$ cat src/rtl/pc_seq_ctrl.sv
// PC sequencing control: issues branch redirects to the PC adder, holds them across
// instruction-memory back-pressure, and masks branches in a post-redirect shadow window.
// Optional performance counters (stall_cnt, redir_cnt) are built when PC_SEQ_CTRL_PERF_EN is defined.
module pc_seq_ctrl #(
    parameter int SHADOW_CYC = 2
) (
    input  logic        clk,
    input  logic        reset_n,
    input  logic        br_taken,
    input  logic [31:0] br_offset,
    input  logic        hazard_stall,
    input  logic        imem_ready,
    output logic        pc_stop,
    output logic        jump_start,
    output logic [31:0] pc_jump,
    output logic        flush_if,
    output logic        flush_id,
    output logic [1:0]  state
`ifdef PC_SEQ_CTRL_PERF_EN
    ,
    output logic [31:0] stall_cnt,
    output logic [31:0] redir_cnt
`endif
);

    typedef enum logic [1:0] {
        RUN    = 2'b00,
        PEND   = 2'b01,
        SHADOW = 2'b10
    } state_e;

    // A zero-length window behaves as one cycle; the 2-bit counter caps the window at four.
    localparam int SH_EFF = (SHADOW_CYC < 1) ? 1 : ((SHADOW_CYC > 4) ? 4 : SHADOW_CYC);
    localparam logic [1:0] SH_INIT = 2'(SH_EFF - 1);

    state_e      state_q, state_d;
    logic [1:0]  cnt_q, cnt_d;
    logic [31:0] off_q, off_d;

    logic        accept;
    logic        stop_c, js_c, fi_c, fd_c;
    logic [31:0] jump_c;

    always_ff @(posedge clk or negedge reset_n) begin
        if (!reset_n) begin
            state_q <= RUN;
            cnt_q   <= 2'd0;
            off_q   <= 32'd0;
        end else begin
            state_q <= state_d;
            cnt_q   <= cnt_d;
            off_q   <= off_d;
        end
    end

    // imem_ready is a ready-only handshake: a redirect is consumed by the PC adder only in a
    // cycle where imem_ready=1; otherwise the offset is parked in off_q and the PC stays frozen.
    always_comb begin
        state_d = state_q;
        cnt_d   = cnt_q;
        off_d   = off_q;
        js_c    = 1'b0;
        jump_c  = 32'd0;
        fi_c    = 1'b0;
        fd_c    = 1'b0;
        accept  = 1'b0;

        case (state_q)
            RUN:     accept = br_taken;
            SHADOW:  accept = br_taken && (cnt_q == 2'd0);
            default: accept = 1'b0;
        endcase

        if (state_q == PEND) begin
            fi_c = 1'b1;
            if (imem_ready) begin
                js_c    = 1'b1;
                jump_c  = off_q;
                state_d = SHADOW;
                cnt_d   = SH_INIT;
            end
        end else if (accept) begin
            // The flushes also kill any instruction that was raising hazard_stall.
            fi_c = 1'b1;
            fd_c = 1'b1;
            if (imem_ready) begin
                js_c    = 1'b1;
                jump_c  = br_offset;
                state_d = SHADOW;
                cnt_d   = SH_INIT;
            end else begin
                off_d   = br_offset;
                state_d = PEND;
            end
        end else begin
            fd_c = hazard_stall;
            if (state_q == SHADOW && cnt_q != 2'd0) begin
                cnt_d = cnt_q - 2'd1;
            end else begin
                state_d = RUN;
            end
        end

        stop_c = ~imem_ready | (hazard_stall & ~accept & (state_q != PEND));
    end

    // Outputs are held quiet for the whole time reset is asserted.
    assign pc_stop    = reset_n & stop_c;
    assign jump_start = reset_n & js_c;
    assign pc_jump    = reset_n ? jump_c : 32'd0;
    assign flush_if   = reset_n & fi_c;
    assign flush_id   = reset_n & fd_c;
    assign state      = state_q;

`ifdef PC_SEQ_CTRL_PERF_EN
    always_ff @(posedge clk or negedge reset_n) begin
        if (!reset_n) begin
            stall_cnt <= 32'd0;
            redir_cnt <= 32'd0;
        end else begin
            if (pc_stop && stall_cnt != 32'hFFFF_FFFF) begin
                stall_cnt <= stall_cnt + 32'd1;
            end
            if (jump_start && redir_cnt != 32'hFFFF_FFFF) begin
                redir_cnt <= redir_cnt + 32'd1;
            end
        end
    end
`endif

endmodule
$ cat config.mk
export PLATFORM = sky130hd
export DESIGN_NAME = pc_seq_ctrl
export DESIGN_NICKNAME = d
export VERILOG_FILES = /design/src/rtl/pc_seq_ctrl.sv
export SDC_FILE = /design/constraint.sdc
export NUM_CORES = 1
export LEC_CHECK = 0
export ABC_AREA = 1
export BUFFER_PORTS_ARGS = -buffer_cell sky130_fd_sc_hd__clkbuf_2
export CAP_MARGIN = 20
export CORE_MARGIN = 1
export CORE_UTILIZATION = 40
export CTS_BUF_LIST = sky130_fd_sc_hd__clkbuf_2 sky130_fd_sc_hd__clkbuf_4 sky130_fd_sc_hd__clkbuf_8
export DETAILED_ROUTE_END_ITERATION = 7
export GPL_ROUTABILITY_DRIVEN = 0
export PLACE_DENSITY = 0.66
export SETUP_SLACK_MARGIN = 0.2
export SLEW_MARGIN = 10
export SYNTH_ARGS = -nofsm -noshare
export SYNTH_HDL_FRONTEND = slang
export SYNTH_SLANG_ARGS = --single-unit
$ cat constraint.sdc
create_clock -name clk -period 1.89 [get_ports clk]
set_input_delay 0.0945 -clock clk [delete_from_list [all_inputs] [get_ports clk]]
set_output_delay 0.0945 -clock clk [all_outputs]
set_load 0.005 [all_outputs]
-- Word-level counts from Yosys, hierarchy flattened
Index checks and enable logic that the tools add are counted.
- eq/ne operators: 5
- bitwise gates (word level): 10
- reduce and logical (&&, ||, !) cells: 8
- $add $sub $neg: 1
- mux-type cells: 22
- operator list (kind ; count):
    $mux 32 ; 5
    $mux 2 ; 9
    $mux 1 ; 7
    $and 1x1->1 ; 6
    $logic_not 2->1 ; 2
    $ne 3x3->1 const B ; 1
    $not 1->1 ; 3
    $reduce_and 3->1 ; 1
    $reduce_bool 3->1 ; 1
    $eq 2x1->1 const B ; 1
    $eq 2x2->1 const B ; 1
    $logic_and 1x1->1 ; 2
    $ne 2x1->1 const B ; 1
    $ne 2x2->1 const B ; 1
    $pmux 1 s2 ; 1
    $reduce_and 2->1 ; 1
    $reduce_bool 2->1 ; 1
    $sub 2x1->2 const B ; 1
    $or 1x1->1 ; 1
- output and inout port bits: 38
- bits in registers: 36
- input bits: 37
- logic and storage cells: 49

-- Depth between registers and ports, before layout
Gate-level depths: netlist (run 1).
- word-level depth: 8
- gate-level depth with buffers: 9
- mapped depth without buffers: 8

-- Worst setup path before layout (run 1)
Ideal clock, no wire load.
- path kind: reg2reg
- start point: reg cnt_q[0]
- end point: reg off_q[11]
- buffers on the path: 1
- cell stages (with the launch flop): 9
- clock period less this slack: 1330 ps
- slack: 560 ps
- setup time: 121 ps
- data required time: 1769 ps
- arrival: 1210 ps
- path through: dfrtp_1 > inv_1 > ha_1 > clkinv_1 > nand2_2 > nand2_2 > buf_2 > o21ai_1 > nand2_1
- cells in the longest elaborated chain, start to end: 4
- RTL lines (what ; line ; text):
    start: declaration ; 37 ; logic [1:0] cnt_q, cnt_d;
    start signal: assignment ; 51 ; cnt_q <= cnt_d;
    $logic_not 2->1 ; 70 ; SHADOW: accept = br_taken && (cnt_q == 2'd0);
    $logic_and 1x1->1 ; 70 ;
    $pmux 1 s2 ; 68 ; case (state_q)
    $reduce_and 3->1 (no line) ; -- ;
    end signal: assignment ; 48 ; off_q <= 32'd0;
    end signal: assignment ; 52 ; off_q <= off_d;
    end: declaration ; 38 ; logic [31:0] off_q, off_d;
No other way between the ends.
A chain may end at the register's enable or synchronous reset.

-- Worst setup path in the final report (run 1)
- start point: reg cnt_q[0]
- end point: out flush_id
- cells in the longest elaborated chain, start to end: 6
- RTL lines (what ; line ; text):
    $logic_not 2->1 ; 70 ;
    $logic_and 1x1->1 ; 70 ;
    $pmux 1 s2 ; 68 ;
    $mux 1 ; 82 ; end else if (accept) begin
    $mux 1 ; 74 ; if (state_q == PEND) begin
    $and 1x1->1 ; 112 ; assign flush_id = reset_n & fd_c;
    end: declaration ; 17 ; output logic flush_id,
No other way between the ends.

==> results.toml, run 1 <==
[run_status]
run_status = "finished, final reports clean"

[detailed_routing]
dr.max_layer_used = "met4"
final_routed_wirelength_across_all_metal_layers_mm = 6.37
met3_length_um = 336
drtPass1Iterations = 5
routed-wl-met2_mm = 3.12
routed_via_density = 5.32
total_vias_in_the_final_route = 2346
detail_route.wirelength.met1_mm = 2.86
route.antenna.remaining_nets = 0
wl_per_cell_um = 14.4
detail_route.iter0.violations = 121
route.detailed.drc = 0

[timing]
totalNegativeSetupSlack_ns = 0
final.min_clock_period_ns = 1.78
timing.final.max_slew_violations = 0
finalHoldViolCount = 0
skew_ns = 0.00169
worst_slew_margin_rel = 0.691
final.period_utilization = 0.941
finalWorstSetupSlack_ns = 0.112
max_slew.worst_pin.slew_ns = 0.463
report.final.setup_viol = 0
rsz0062_at_grt = "yes"
achievable-frequency_mhz = 562

[setup_path]
critical_path.max_stage_delay_ns = 0.39
critical_path.max_fanout = 5
crit_chain = "inv_2, ha_4, clkinv_4, nand2_8, buf_12, clkbuf_16, a21oi_1, nor3_1, buf_2"
setup.worst_path.end_class = "primary output"
crit_required_ns = 1.80
cp-start-kind = "flip-flop"
worstPathBufferInverterCount = 5
timing.setup.critical_path_class = "reg -> out"
crit_slowest_cell = "sky130_fd_sc_hd__dfrtp_1"
cell_type_group_with_the_largest_total_delay_on_the_critical_path = "buffers and inverters"
worst_ep_arrival_time_ns = 1.68

[clock_network]
clk_latency_ns = 0.28
ctsHtreeMaxLevel = 2
clkSlewWorstSetupHoldPaths_ns = 0.06
clock_tree.buffer_depth = 2
cts_tree = "done"
cts_made_buffers = 5
ctsRootBufferMaster = "sky130_fd_sc_hd__clkbuf_8"
clock-sinks = 36

[yosys]
synth.ff_latch_count = 36
yosys_warnings = 0
post_synth_instance_area_mm2 = 0.00212
synth_seq_area_share = 0.426
synth_area_leaders = "sky130_fd_sc_hd__dfrtp_1, sky130_fd_sc_hd__nand2_1, sky130_fd_sc_hd__nand4_1"
synth_nets = 328
mapped_avg_cell_area_um2 = 7.30
postSynthCellCount = 290
yosysTopAreaCellShare = 0.426
netlist.top_cell.by_area = "sky130_fd_sc_hd__dfrtp_1"
synth_cell_type_count = 20

[cells_and_area]
filler_cell_count = 473
final_core_utilization = 0.572
flow.area_growth_from_synthesis_pct = 38.0
diodes = 0
postLayoutCellArea_mm2 = 0.00292
drive_gt1_frac = 0.348
finalNetCount = 411
layout.cells.most_common = "sky130_fd_sc_hd__nand2_1"
layout.cells.most_common_list = "sky130_fd_sc_hd__nand2_1, sky130_fd_sc_hd__clkbuf_2, sky130_fd_sc_hd__dfrtp_1"
footprint_of_the_multi_input_gates_mm2 = 0.00110
register_area_um2 = 903

[global_routing]
via_count_of_the_first_global_routing_pass = 2080
grt_first_pass_wirelength_mm = 9.96
grt-ovfl-total = 0
antenna_found_initial = 0
grt_use_total = 0.238
maximum_number_of_pins_on_one_net_before_global_route_repair = 37

[pwr]
power_switching_share = 0.388
power.internal_mw = 2.20
power_frac_seq = 0.369
power.share.clock = 0.135
power.net_switching_mw = 1.39
power-per-cell-area_mw_per_mm2 = 1230
pwr-share-comb = 0.496
max-vdd-ir-drop_mv = 0.469
power.static_leakage_nw = 1.41
post-layout-total-power_mw = 3.59

[die]
initial_utilization = 0.415
fp.dieW_um = 74.8
core-area_mm2 = 0.00511
die_h_um = 74.8
num_io_pins = 75
fp.dieArea_mm2 = 0.00559
row_count = 26

[place]
detailedPlace.worstSlack_ns = 0.335
dpl_cell_area_mm2 = 0.00254
post-dp-hpwl_mm = 3.98
buffer_ports.inserted = 74

[hold_path]
worstHoldPathType = "in -> reg"

[flow_run]
maximum_capacitance_violations = 0
-- flip-flops by register name (all words and copies together) (netlist names) --
register and cells:
off_q 32, state 2, cnt_q 2
-- worst min-delay path, delay by kind of cell --
kind	cells	cell delay [ns]
buffers and inverters	1	0.09
and+or+nand+nor	2	0.09
-- cells in the mapped netlist (all sizes together) --
master,number
nor2,8
clkbuf,5
inv,7
a21oi,36
dfrtp,36
nand3,4
clkinv,2
o21ai,32
nand4,32
buf,21
ha,1
nand2,105
nor3,1
-- cell type report --
cell class              instances  area share
clock buffers                   5      0.0236
repair buffers                102       0.247
flip-flops and latches         36       0.309
well taps                      70      0.0300
multi-input cells             219       0.377
inverters                       9      0.0133
-- cell families after synthesis --
group / share of synthesized area
compound gates: 0.161
fa+ha+maj: 0.00591
buf+inv: 0.0881
flops: 0.426
simple gates: 0.320
-- routing by layer --
layer	GRT usage	up-vias
met5	0	-
met4	0.0755	0
met3	0.0335	7
met2	0.395	71
met1	0.323	1122
li1	-	1146
-- metrics by stage --
stage | hold slack [ns] | instances
after floorplan | -0.201 | 290
after global placement | 0.195 | 422
after detailed placement | 0.189 | 422
after CTS | 0.0178 | 437
after global routing | 0.0294 | 441
final | 0.0270 | 441
-- worst paths after layout --
| check | startpoint | end | slack [ns] | cells past startpoint |
|---|---|---|---|---|
| worst min register to register | off_q[5] | off_q[5] | 0.48 | 2 |
| worst min-delay path | br_offset[5] | off_q[5] | 0.03 | 3 |
| worst max register to register | cnt_q[0] | off_q[7] | 0.29 | 9 |
| min in group asynchronous | reset_n | cnt_q[1] | 0.40 | 3 |
| max in group asynchronous | reset_n | state[1] | 1.15 | 3 |
| worst max-delay path | cnt_q[0] | flush_id | 0.11 | 9 |
-- power groups by stage --
stage / registers [mW] / clock network [mW] / logic [mW]
after global routing: 1.36 / 0.534 / 1.96
final: 1.32 / 0.485 / 1.78
after floorplan: 1.28 / 0 / 0.851
after detailed placement: 1.33 / 0 / 1.21
after CTS: 1.32 / 0.498 / 1.64
after global placement: 1.32 / 0 / 1.17
-- repair_timing --
action / 4_1_cts / 5_1_grt
setup buffers: 6 / 3
endpoints found under the hold margin: 36 / 0
gates cloned: 3 / 1
gates resized for setup: 22 / 16
endpoints found under the setup margin: 35 / 52
pin swaps: 6 / 7
hold buffers: 1 / 0
Power figures use the tool's default switching activity.
==> run 2: changes to the inputs <==
==> constraint.sdc (replaced) <==
create_clock -name clk -period 2.1 [get_ports clk]
set_input_delay 0.105 -clock clk [delete_from_list [all_inputs] [get_ports clk]]
set_output_delay 0.105 -clock clk [all_outputs]
set_load 0.005 [all_outputs]
==> run 2 against run 1 <==
  * Flip-flop and latch count stayed put
  * Wire length is 12% lower
  * Die area stayed put
  * Largest cell class unchanged
==> results.toml, run 2 (synthesized netlist as in run 1, its figures left out) <==
[run_status]
run_status = "finished, final reports clean"

[detailed_routing]
route.antenna.remaining_nets = 0
total_vias_in_the_final_route = 2273
route.detailed.drc = 0
drtPass1Iterations = 4
final_routed_wirelength_across_all_metal_layers_mm = 5.62
detail_route.iter0.violations = 135
routed_via_density = 5.23
wl_per_cell_um = 12.9

[clock_network]
clkSlewWorstSetupHoldPaths_ns = 0.07
ctsRootBufferMaster = "sky130_fd_sc_hd__clkbuf_8"
clock_tree.buffer_depth = 2
ctsHtreeMaxLevel = 2
cts_tree = "done"
clock-sinks = 36
clk_latency_ns = 0.28
cts_made_buffers = 5

[setup_path]
r2r_start = "cnt_q[0]"
crit_chain = "inv_1, ha_1, inv_2, nand2_4, buf_8, nand4_1, a21oi_1, clkbuf_2"
crit_required_ns = 2.00
worstSetupStartpoint = "cnt_q[0]"
cp-start-kind = "flip-flop"
timing.setup.critical_path_class = "reg -> out"
critical_path.max_fanout = 17
worstPathBufferInverterCount = 4
critical_path_cell_count = 8
worst_r2r_path_depth = 9
worst_ep_arrival_time_ns = 1.66
crit_slowest_cell = "sky130_fd_sc_hd__dfrtp_1"
ff2ff_setup_slack_ns = 0.62
cell_type_group_with_the_largest_total_delay_on_the_critical_path = "buffers and inverters"
critical_path.max_stage_delay_ns = 0.37
crit_path_end = "pc_jump[0]"
rr_endpoint = "off_q[11]"
setup.worst_path.end_class = "primary output"

[die]
row_count = 26
die_h_um = 74.8
fp.dieW_um = 74.8
num_io_pins = 75
initial_utilization = 0.415
core-area_mm2 = 0.00511
fp.dieArea_mm2 = 0.00559

[timing]
timing.final.max_slew_violations = 0
final.period_utilization = 0.838
achievable-frequency_mhz = 568
worst_slew_margin_rel = 0.527
finalWorstSetupSlack_ns = 0.340
report.final.setup_viol = 0
skew_ns = 0.00598
totalNegativeSetupSlack_ns = 0
max_slew.worst_pin.slew_ns = 0.709
rsz0062_at_grt = "yes"
finalHoldViolCount = 0
hold_ws_ns = 0.0421
final.min_clock_period_ns = 1.76

[hold_path]
worstHoldPathType = "in -> reg"
worstHoldPathCells = 3

[pwr]
power_switching_share = 0.388
pwr-share-comb = 0.403
power_frac_seq = 0.416
power-per-cell-area_mw_per_mm2 = 1060
power.internal_mw = 1.75
power.share.clock = 0.181
post-layout-total-power_mw = 2.87
power.net_switching_mw = 1.11
max-vdd-ir-drop_mv = 0.442
power.static_leakage_nw = 1.34

[global_routing]
grt-ovfl-total = 0
grt_first_pass_wirelength_mm = 8.91
maximum_number_of_pins_on_one_net_before_global_route_repair = 70
via_count_of_the_first_global_routing_pass = 1946
antenna_found_initial = 0
grt_use_total = 0.207

[cells_and_area]
largest_register = "off_q"
diodes = 0
finalNetCount = 402
filler_cell_count = 528
postLayoutCellArea_mm2 = 0.00272
layout.cells.most_common = "sky130_fd_sc_hd__nand2_1"
layout.cells.most_common_list = "sky130_fd_sc_hd__nand2_1, sky130_fd_sc_hd__clkbuf_2, sky130_fd_sc_hd__dfrtp_1"
flow.area_growth_from_synthesis_pct = 28.3
max_reg_flops = 32
drive_gt1_frac = 0.310
stdcell_count = 435
final_core_utilization = 0.532

[place]
post-dp-hpwl_mm = 3.78
detailedPlace.worstSlack_ns = 0.448
placedCellCount = 421
dpl_cell_area_mm2 = 0.00252
buffer_ports.inserted = 74

[flow_run]
maximum_capacitance_violations = 0
## run 2: cell count changes in the layout (fill, tap and decap cells not counted), sizes merged
cell    delta
buf       -14
bufbuf     -1
clkbuf     +8
clkinv     -1
inv        +1
nor2       +1
## run 2: layer usage
layer  GRT usage  wire length [um]
met5           0                 0
met4      0.0566                42
met3      0.0428               215
met2       0.331              2620
met1       0.285              2740
## run 2: worst register-to-register path, cell delays in order (launching register included)
cell and delay (ns):
sky130_fd_sc_hd__dfrtp_1 0.34, sky130_fd_sc_hd__inv_1 0.05, sky130_fd_sc_hd__ha_1 0.19, sky130_fd_sc_hd__inv_2 0.07, sky130_fd_sc_hd__nand2_4 0.08, sky130_fd_sc_hd__nand2_4 0.22, sky130_fd_sc_hd__nor2_4 0.05, sky130_fd_sc_hd__buf_4 0.22
sky130_fd_sc_hd__nand2_1 0.08, sky130_fd_sc_hd__nand2_1 0.05
## run 2: worst min-delay path by stage
stage | from | to | slack (ns)
global placement | reset_n | off_q[2] | 0.20
global route | br_offset[10] | off_q[10] | 0.04
finish | br_offset[10] | off_q[10] | 0.04
floorplan | reset_n | cnt_q[0] | -0.19
CTS | br_offset[10] | off_q[10] | 0.04
detailed placement | reset_n | state[0] | 0.19
## run 2: area by class of cell
| class | count | area, um^2 | area share |
|---|---|---|---|
| Clock buffer | 8 | 97.6 | 0.0359 |
| Inverter | 9 | 33.8 | 0.0124 |
| Tap cell | 70 | 87.6 | 0.0323 |
| Sequential cell | 36 | 901 | 0.332 |
| Timing Repair Buffer | 92 | 528 | 0.194 |
| Multi-Input combinational cell | 220 | 1070 | 0.393 |
## run 2: timing repair
item | in CTS | in global routing
gates cloned | 0 | 1
setup endpoints to repair | 17 | 33
resized for setup | 0 | 14
buffers inserted | 2 | 2
hold endpoints to repair | 36 | 0
hold buffers | 1 | 0
pin swaps | 1 | 3
## run 2: power by group through the flow
stage / Combinational (mW) / Sequential (mW) / Clock (mW)
2_1_floorplan: 0.766 / 1.15 / 0
3_5_place_dp: 1.06 / 1.20 / 0
5_1_grt: 1.33 / 1.23 / 0.569
3_3_place_gp: 1.04 / 1.19 / 0
6_report: 1.16 / 1.19 / 0.518
4_1_cts: 1.07 / 1.18 / 0.533
